`src/rtl/spi_regbank.sv`:
```
// rtl/spi_regbank.sv - register bank behind the SPI slave; SPI_REGBANK_SHADOW_EN adds shadowed CTRL/CFG with APPLY
module spi_regbank #(
    parameter int                ADDR_W   = 3,
    parameter int                REG_W    = 8,
    parameter logic [REG_W-1:0]  CTRL_RST = '0,
    parameter logic [REG_W-1:0]  ID_VAL   = REG_W'(8'hA5)
) (
    input  logic                clk,
    input  logic                nrst,
    input  logic [ADDR_W-1:0]   reg_addr,
    input  logic [REG_W-1:0]    wr_data_i,
    input  logic                wr_vld_i,
    output logic [REG_W-1:0]    rd_data_o,
    output logic [7:0]          status_o,
    input  logic [5:0]          fastcmd_i,
    input  logic                fastcmd_vld_i,
    input  logic [REG_W-1:0]    event_i,
    output logic [REG_W-1:0]    ctrl_o,
    output logic [4*REG_W-1:0]  cfg_o,
    output logic                irq_o,
    output logic [7:0]          strobe_o
);

    localparam logic [5:0] FC_SOFT_RST = 6'h01;
    localparam logic [5:0] FC_CLR_IRQ  = 6'h02;
    localparam logic [5:0] FC_LOCK     = 6'h03;
    localparam logic [5:0] FC_UNLOCK   = 6'h04;
    localparam logic [5:0] FC_CLR_ERR  = 6'h05;

    // prog_* are the SPI-visible copies; without shadowing they drive the outputs directly
    logic [REG_W-1:0]   prog_ctrl_q, prog_ctrl_d;
    logic [REG_W-1:0]   mask_q, mask_d;
    logic [4*REG_W-1:0] prog_cfg_q, prog_cfg_d;
    logic [REG_W-1:0]   flags_q, flags_d;
    logic               locked_q, locked_d;
    logic               wr_err_q, wr_err_d;
    logic [REG_W-1:0]   rd_data_q, rd_data_d;
    logic               irq_q, irq_d;
    logic [7:0]         strobe_q, strobe_d;

    logic               addr_hi;
    logic [2:0]         addr_lo;
    logic [REG_W-1:0]   w1c;
    logic               set_err;
    logic               irq_pend;
    logic               fc_is;

    assign addr_hi  = (32'(reg_addr) >= 32'd8);
    assign addr_lo  = reg_addr[2:0];
    assign irq_pend = |(flags_q & mask_q);
    assign fc_is    = fastcmd_vld_i;
    assign status_o = {irq_pend, locked_q, wr_err_q, 5'b0};

    // Next-state of the bank: SPI write first, then fast command overrides on the same register
    always_comb begin
        prog_ctrl_d = prog_ctrl_q;
        mask_d      = mask_q;
        prog_cfg_d  = prog_cfg_q;
        locked_d    = locked_q;
        wr_err_d    = wr_err_q;
        w1c         = '0;
        set_err     = 1'b0;
        if (wr_vld_i) begin
            if (addr_hi) begin
                set_err = 1'b1;
            end else begin
                case (addr_lo)
                    3'd6: w1c = wr_data_i;
                    3'd7: set_err = 1'b1;
                    default: begin
                        // lock is checked against the pre-edge state, so a same-cycle LOCK doesn't block
                        if (locked_q) begin
                            set_err = 1'b1;
                        end else begin
                            case (addr_lo)
                                3'd0:    prog_ctrl_d = wr_data_i;
                                3'd1:    mask_d = wr_data_i;
                                3'd2:    prog_cfg_d[0*REG_W +: REG_W] = wr_data_i;
                                3'd3:    prog_cfg_d[1*REG_W +: REG_W] = wr_data_i;
                                3'd4:    prog_cfg_d[2*REG_W +: REG_W] = wr_data_i;
                                default: prog_cfg_d[3*REG_W +: REG_W] = wr_data_i;
                            endcase
                        end
                    end
                endcase
            end
        end
        // events always win over a same-cycle clear
        flags_d = (flags_q & ~w1c) | event_i;
        if (fc_is) begin
            case (fastcmd_i)
                FC_SOFT_RST: begin
                    prog_ctrl_d = CTRL_RST;
                    mask_d      = '0;
                    prog_cfg_d  = '0;
                end
                FC_CLR_IRQ: flags_d  = event_i;
                FC_LOCK:    locked_d = 1'b1;
                FC_UNLOCK:  locked_d = 1'b0;
                FC_CLR_ERR: wr_err_d = 1'b0;
                default: ;
            endcase
        end
        if (set_err) begin
            wr_err_d = 1'b1;
        end
    end

    // Registered read mux, strobe decode and interrupt output
    always_comb begin
        rd_data_d = '0;
        if (!addr_hi) begin
            case (addr_lo)
                3'd0:    rd_data_d = prog_ctrl_q;
                3'd1:    rd_data_d = mask_q;
                3'd2:    rd_data_d = prog_cfg_q[0*REG_W +: REG_W];
                3'd3:    rd_data_d = prog_cfg_q[1*REG_W +: REG_W];
                3'd4:    rd_data_d = prog_cfg_q[2*REG_W +: REG_W];
                3'd5:    rd_data_d = prog_cfg_q[3*REG_W +: REG_W];
                3'd6:    rd_data_d = flags_q;
                default: rd_data_d = ID_VAL;
            endcase
        end
        strobe_d = 8'd0;
        if (fc_is && fastcmd_i[5:3] == 3'b010) begin
            strobe_d = 8'd1 << fastcmd_i[2:0];
        end
        irq_d = irq_pend;
    end

    // Bank state flops
    always_ff @(posedge clk or negedge nrst) begin
        if (!nrst) begin
            prog_ctrl_q <= CTRL_RST;
            mask_q      <= '0;
            prog_cfg_q  <= '0;
            flags_q     <= '0;
            locked_q    <= 1'b0;
            wr_err_q    <= 1'b0;
            rd_data_q   <= '0;
            irq_q       <= 1'b0;
            strobe_q    <= 8'd0;
        end else begin
            prog_ctrl_q <= prog_ctrl_d;
            mask_q      <= mask_d;
            prog_cfg_q  <= prog_cfg_d;
            flags_q     <= flags_d;
            locked_q    <= locked_d;
            wr_err_q    <= wr_err_d;
            rd_data_q   <= rd_data_d;
            irq_q       <= irq_d;
            strobe_q    <= strobe_d;
        end
    end

    assign rd_data_o = rd_data_q;
    assign irq_o     = irq_q;
    assign strobe_o  = strobe_q;

`ifdef SPI_REGBANK_SHADOW_EN
    localparam logic [5:0] FC_APPLY = 6'h06;

    logic [REG_W-1:0]   act_ctrl_q, act_ctrl_d;
    logic [4*REG_W-1:0] act_cfg_q, act_cfg_d;

    // Active copies load the shadow only on APPLY; SOFT_RST clears them alongside the shadow
    always_comb begin
        act_ctrl_d = act_ctrl_q;
        act_cfg_d  = act_cfg_q;
        if (fc_is && fastcmd_i == FC_APPLY) begin
            act_ctrl_d = prog_ctrl_q;
            act_cfg_d  = prog_cfg_q;
        end else if (fc_is && fastcmd_i == FC_SOFT_RST) begin
            act_ctrl_d = CTRL_RST;
            act_cfg_d  = '0;
        end
    end

    // Active copy flops
    always_ff @(posedge clk or negedge nrst) begin
        if (!nrst) begin
            act_ctrl_q <= CTRL_RST;
            act_cfg_q  <= '0;
        end else begin
            act_ctrl_q <= act_ctrl_d;
            act_cfg_q  <= act_cfg_d;
        end
    end

    assign ctrl_o = act_ctrl_q;
    assign cfg_o  = act_cfg_q;
`else
    assign ctrl_o = prog_ctrl_q;
    assign cfg_o  = prog_cfg_q;
`endif

endmodule

```
`config.mk`:
```
export PLATFORM = sky130hd
export DESIGN_NAME = spi_regbank
export DESIGN_NICKNAME = d
export VERILOG_FILES = /design/src/rtl/spi_regbank.sv
export SDC_FILE = /design/constraint.sdc
export NUM_CORES = 1
export LEC_CHECK = 0
export ABC_AREA = 1
export BUFFER_PORTS_ARGS = -buffer_cell sky130_fd_sc_hd__buf_2
export CORE_MARGIN = 2
export CORE_UTILIZATION = 35
export DETAILED_ROUTE_END_ITERATION = 16
export GPL_ROUTABILITY_DRIVEN = 0
export PLACE_DENSITY = 0.61
export SLEW_MARGIN = 15
export SYNTH_ARGS = -nofsm -noshare
export SYNTH_HDL_FRONTEND = slang
export SYNTH_SLANG_ARGS = --single-unit
```
`constraint.sdc`:
```
create_clock -name clk -period 1.4 [get_ports clk]
set_input_delay 0.07 -clock clk [delete_from_list [all_inputs] [get_ports clk]]
set_output_delay 0.07 -clock clk [all_outputs]
set_load 0.02 [all_outputs]
```
; ---- Word level (Yosys, flattened, before mapping)
; Index checks and enable logic that the tools add are counted.
[word_totals]
wordCells = 71
reg_bits = 75
output_inout_bits = 65
input_bits = 29
[op_classes]
bitwise = 4
eq_ne = 13
n_shift = 1
reduce_logical = 10
muxes = 34
[op_table]
columns = operator, n
row1 = $mux 8, 21
row2 = $mux 32, 5
row3 = $pmux 8 s7, 1
row4 = $and 8x8->8, 2
row5 = $eq 3x3->1 const B, 4
row6 = $eq 6x2->1 const B, 2
row7 = $eq 6x3->1 const B, 2
row8 = $eq 3x2->1 const B, 3
row9 = $not 8->8, 1
row10 = $or 8x8->8, 1
row11 = $reduce_or 8->1, 1
row12 = $shl 1x3->8 const A, 1
row13 = $eq 6x1->1 const B, 1
row14 = $reduce_bool 2->1, 3
row15 = $mux 1, 5
row16 = $reduce_or 5->1, 1
row17 = $pmux 1 s2, 2
row18 = $reduce_and 2->1, 2
row19 = $eq 3x1->1 const B, 1
row20 = $logic_not 3->1, 1
row21 = $reduce_or 2->1, 1
row22 = $logic_and 1x1->1, 1

; ---- Longest topological paths before layout
[depth]
word_depth = 8
depth_mapped = 8
mapped_depth_nobuf = 7

; ---- Worst setup path before layout
; OpenSTA, ideal clock, no wires.
[synth_timing]
path_kind = register to register
startpoint = register locked_q
endpoint = register prog_cfg_q[30], in the netlist cfg_o[30]
arrival_time_ns = 1.112
path_slack_ns = 0.171
stages_incl_launch_ff = 8
setup_ns = 0.117
n_path_buf = 1
cell_sequence = dfrtp_1 inv_1 nand2_4 nor2_2 buf_2 nand2_1 nand2_1 nor2_1
[synth_via]
elab_chain_len = 5
[synth_lines]
columns = element, line
row1 = start: declaration, 35  ; logic locked_q, locked_d;
row2 = start signal: assignment, 148  ; locked_q <= locked_d;
row3 = $mux 32 (*), 72  ; if (locked_q) begin
row4 = $mux 32 (*), 67  ; case (addr_lo)
row5 = $mux 32 (*), 63  ; if (wr_vld_i) begin
row6 = $mux 32, 91  ; case (fastcmd_i)
row7 = $mux 32 (*), 90  ; if (fc_is) begin
row8 = named net prog_cfg_d[30], 33  ; logic [4*REG_W-1:0] prog_cfg_q, prog_cfg_d;
row9 = end signal: assignment, 146  ; prog_cfg_q <= prog_cfg_d;
row10 = end: declaration, 33
; Mark *: on every way through the listed nets, which the timed path passes. The rest lies on a longest branch.
; A chain may end at the register's enable or synchronous reset.

; ---- Final worst setup path
[layout_timing]
startpoint = register flags_q[4]
endpoint = output status_o[7]
[layout_via]
elab_chain_len = 2
[layout_lines]
columns = element, line
row1 = start: declaration, 34  ; logic [REG_W-1:0] flags_q, flags_d;
row2 = start signal: assignment, 147  ; flags_q <= flags_d;
row3 = $and 8x8->8, 50  ; assign irq_pend = |(flags_q & mask_q);
row4 = $reduce_or 8->1, 50
row5 = end: declaration, 14  ; output logic [7:0] status_o,
; No other way between the ends.

==> impl_metrics.yaml <==
global_route:
  grtUsageMet3: 0.0533
  grt_use_total: 0.203
  antenna_found_initial: 1
  grt_overflow: 0
  grt_start_max_net_pins: 49
  grt_use_met1: 0.292
  grt_pass1_vias: 3516
  top_usage_layer: "met2"
  global_route.usage.met2: 0.294
  grt_pass1_wl_mm: 18.3
place:
  dpl.hpwl_mm: 8.37
  dp_cells: 754
  port_buffers: 88
  pre_cts_ws_ps: 140
routing:
  vias: 3944
  drt_iter0_drc: 231
  routed_wl_mm: 11.7
  wl_per_cell_um: 14.8
  drc_errors: 0
  viasPerCell: 4.98
  antenna_left: 0
  drt-pass1-iter-count: 5
finish:
  final_cell_mix: "nand2_1, nor2_1, buf_2"
  final-seq-area_um2: 1880
  drive_gt1_frac: 0.227
  syn_to_final_growth_pct: 26.4
  diodes: 0
  final_nets: 676
  n_fill_cell: 1110
  layout_commonest_cell: "nand2_1"
  multiInputGateArea_um2: 1710
  finalNonFillerCells: 792
yosys:
  yosys_warnings: 0
  synth_cell_type_count: 20
  ys_seq_area_frac: 0.478
  synth_cells: 539
  synth_edf_count: 0
  async_reset_ff_frac: 1.00
  ys_seq_elements: 75
  ys.flop_type: "dfrtp_1"
  avgSynthCellArea_um2: 7.28
  syn-cell-area_um2: 3930
sta:
  hold_ws_ps: 14.9
  final.min_clock_period_ps: 1420
  clock.fmax_mhz: 704
  hold_violations: 0
  skew_ps: 11.1
  slew_violations: 0
  worst_slack_ps: -20.1
  setup_tns_ps: -20.1
  period_share: 1.01
  finalSetupViolations: 1
  rsz0062_at_grt: "true"
cts:
  path_clk_slew_ps: 90
  htree_num_levels: 3
  cts_root_buf: "clkbuf_8"
  cts_tree: "done"
  insertion_delay_ps: 360
  cts.sinks: 75
  cts_buffer_depth: 2
  cts_buffers: 9
setup_path:
  critPathCaptureType: "output port"
  worstPathArrival_ps: 1350
  critPathBufInv: 1
  crit_fanout: 2
  path_class: "reg -> out"
  cp-start-kind: "flip-flop"
  worstPathRequired_ps: 1330
  regToRegSetupSlack_ps: 120
  path_delay_family: "simple AND/OR/NAND/NOR gates"
  cpMaxStageDelayCell: "dfrtp_1"
  cp_cell_sequence: "nand2_1 > nand4_1 > or2_4 > buf_6"
  slowest_delay_ps: 410
min_path:
  hp-class: "in -> reg"
die:
  die_x_um: 110
  initial_core_util: 0.360
  num_rows: 38
  die_h_um: 110
  coreArea_um2: 10900
  io_pins: 94
  dieArea_um2: 12100
run:
  max-cap-violations: 0
power_and_ir_drop:
  power_density_nw_per_um2: 1490
  p_leak_nw: 2.84
  total_power_w: 0.00737
  peakVddDrop_v: 0.000615
outcome:
  outcome: "finished, violations left"
  violations: "setup timing"
==> layout make-up <==
cell class | instances | share of cell area
multi-input combinational | 395 | 0.345
inverter | 36 | 0.0272
sequential | 75 | 0.378
clock inverter | 7 | 0.0204
tap | 140 | 0.0353
clock buffer | 9 | 0.0250
timing repair buffer | 130 | 0.169
==> per-stage QoR <==
stage / instance area [µm²] / utilization
3_5_place_dp: 4530 / 0.416
6_report: 4960 / 0.456
3_3_place_gp: 4530 / 0.416
2_1_floorplan: 3940 / -
5_1_grt: 4960 / 0.456
4_1_cts: 4930 / 0.452
==> final timing paths <==
path	start	end	depth (start not counted)
setup / recovery	flags_q[4]$_DFF_PN0_	status_o[7]	4
hold / removal	fastcmd_i[0]	strobe_o[4]$_DFF_PN0_	4
setup reg to reg	locked_q$_DFFE_PN0P_	cfg_o[2]$_DFF_PN0_	7
hold reg to reg	wr_err_q$_DFFE_PN0P_	wr_err_q$_DFFE_PN0P_	2
max in group asynchronous	nrst	ctrl_o[1]$_DFF_PN0_	3
min in group asynchronous	nrst	cfg_o[26]$_DFF_PN0_	2
==> layer usage <==
layer  routed length (µm)  up-vias
li1                     -     1920
met4                  238        0
met1                 5520     1830
met5                    0        -
met2                 5110      174
met3                  878       20
==> power breakdown <==
group          switching, W  internal, W
logic               0.00149     0.000840
registers          0.000450      0.00271
clock network      0.000871      0.00101
total               0.00281      0.00457
==> worst reg2reg max path: cells and delay by family (launching register included) <==
family,cells,cell delay [ps]
buffers and inverters,3,430
DFF,1,380
and+or+nand+nor,4,380
==> repair_timing <==
item,4_1_cts,5_1_grt
endpoints found under the setup margin,1,46
hold buffers,12,0
endpoints found under the hold margin,88,0
pin swaps,3,1
resized for setup,3,1
buffers inserted,6,4
==> cell families (layout without fill, tap and decap cells) <==
| group | count (synthesis) | count (layout) | share of synthesized area |
|---|---|---|---|
| simple gates | 389 | 389 | 0.429 |
| flops | 75 | 75 | 0.478 |
| buf+inv | 73 | 182 | 0.0902 |
| other cells | 1 | 5 | 0.000955 |
| compound gates | 1 | 1 | 0.00127 |
==> synth_stat cells, types with 2 or more instances <==
library cell / count / share of area
dfrtp_1: 75 / 0.48
clkbuf_1: 6 / 0.0057
inv_1: 34 / 0.033
nor2_2: 8 / 0.013
nand4_1: 44 / 0.070
buf_2: 16 / 0.020
nor3_1: 4 / 0.0051
nand2_1: 149 / 0.14
buf_6: 2 / 0.0057
nand3_1: 53 / 0.068
buf_4: 12 / 0.023
inv_2: 2 / 0.0019
nor2_1: 127 / 0.12
==> flip-flops by register name, summed over array words and instances, names as in the netlist <==
signal     count
cfg_o         32
irq_o          1
strobe_o       8
locked_q       1
flags_q        8
wr_err_q       1
mask_q         8
ctrl_o         8
rd_data_o      8
Power figures use the tool's default switching activity.
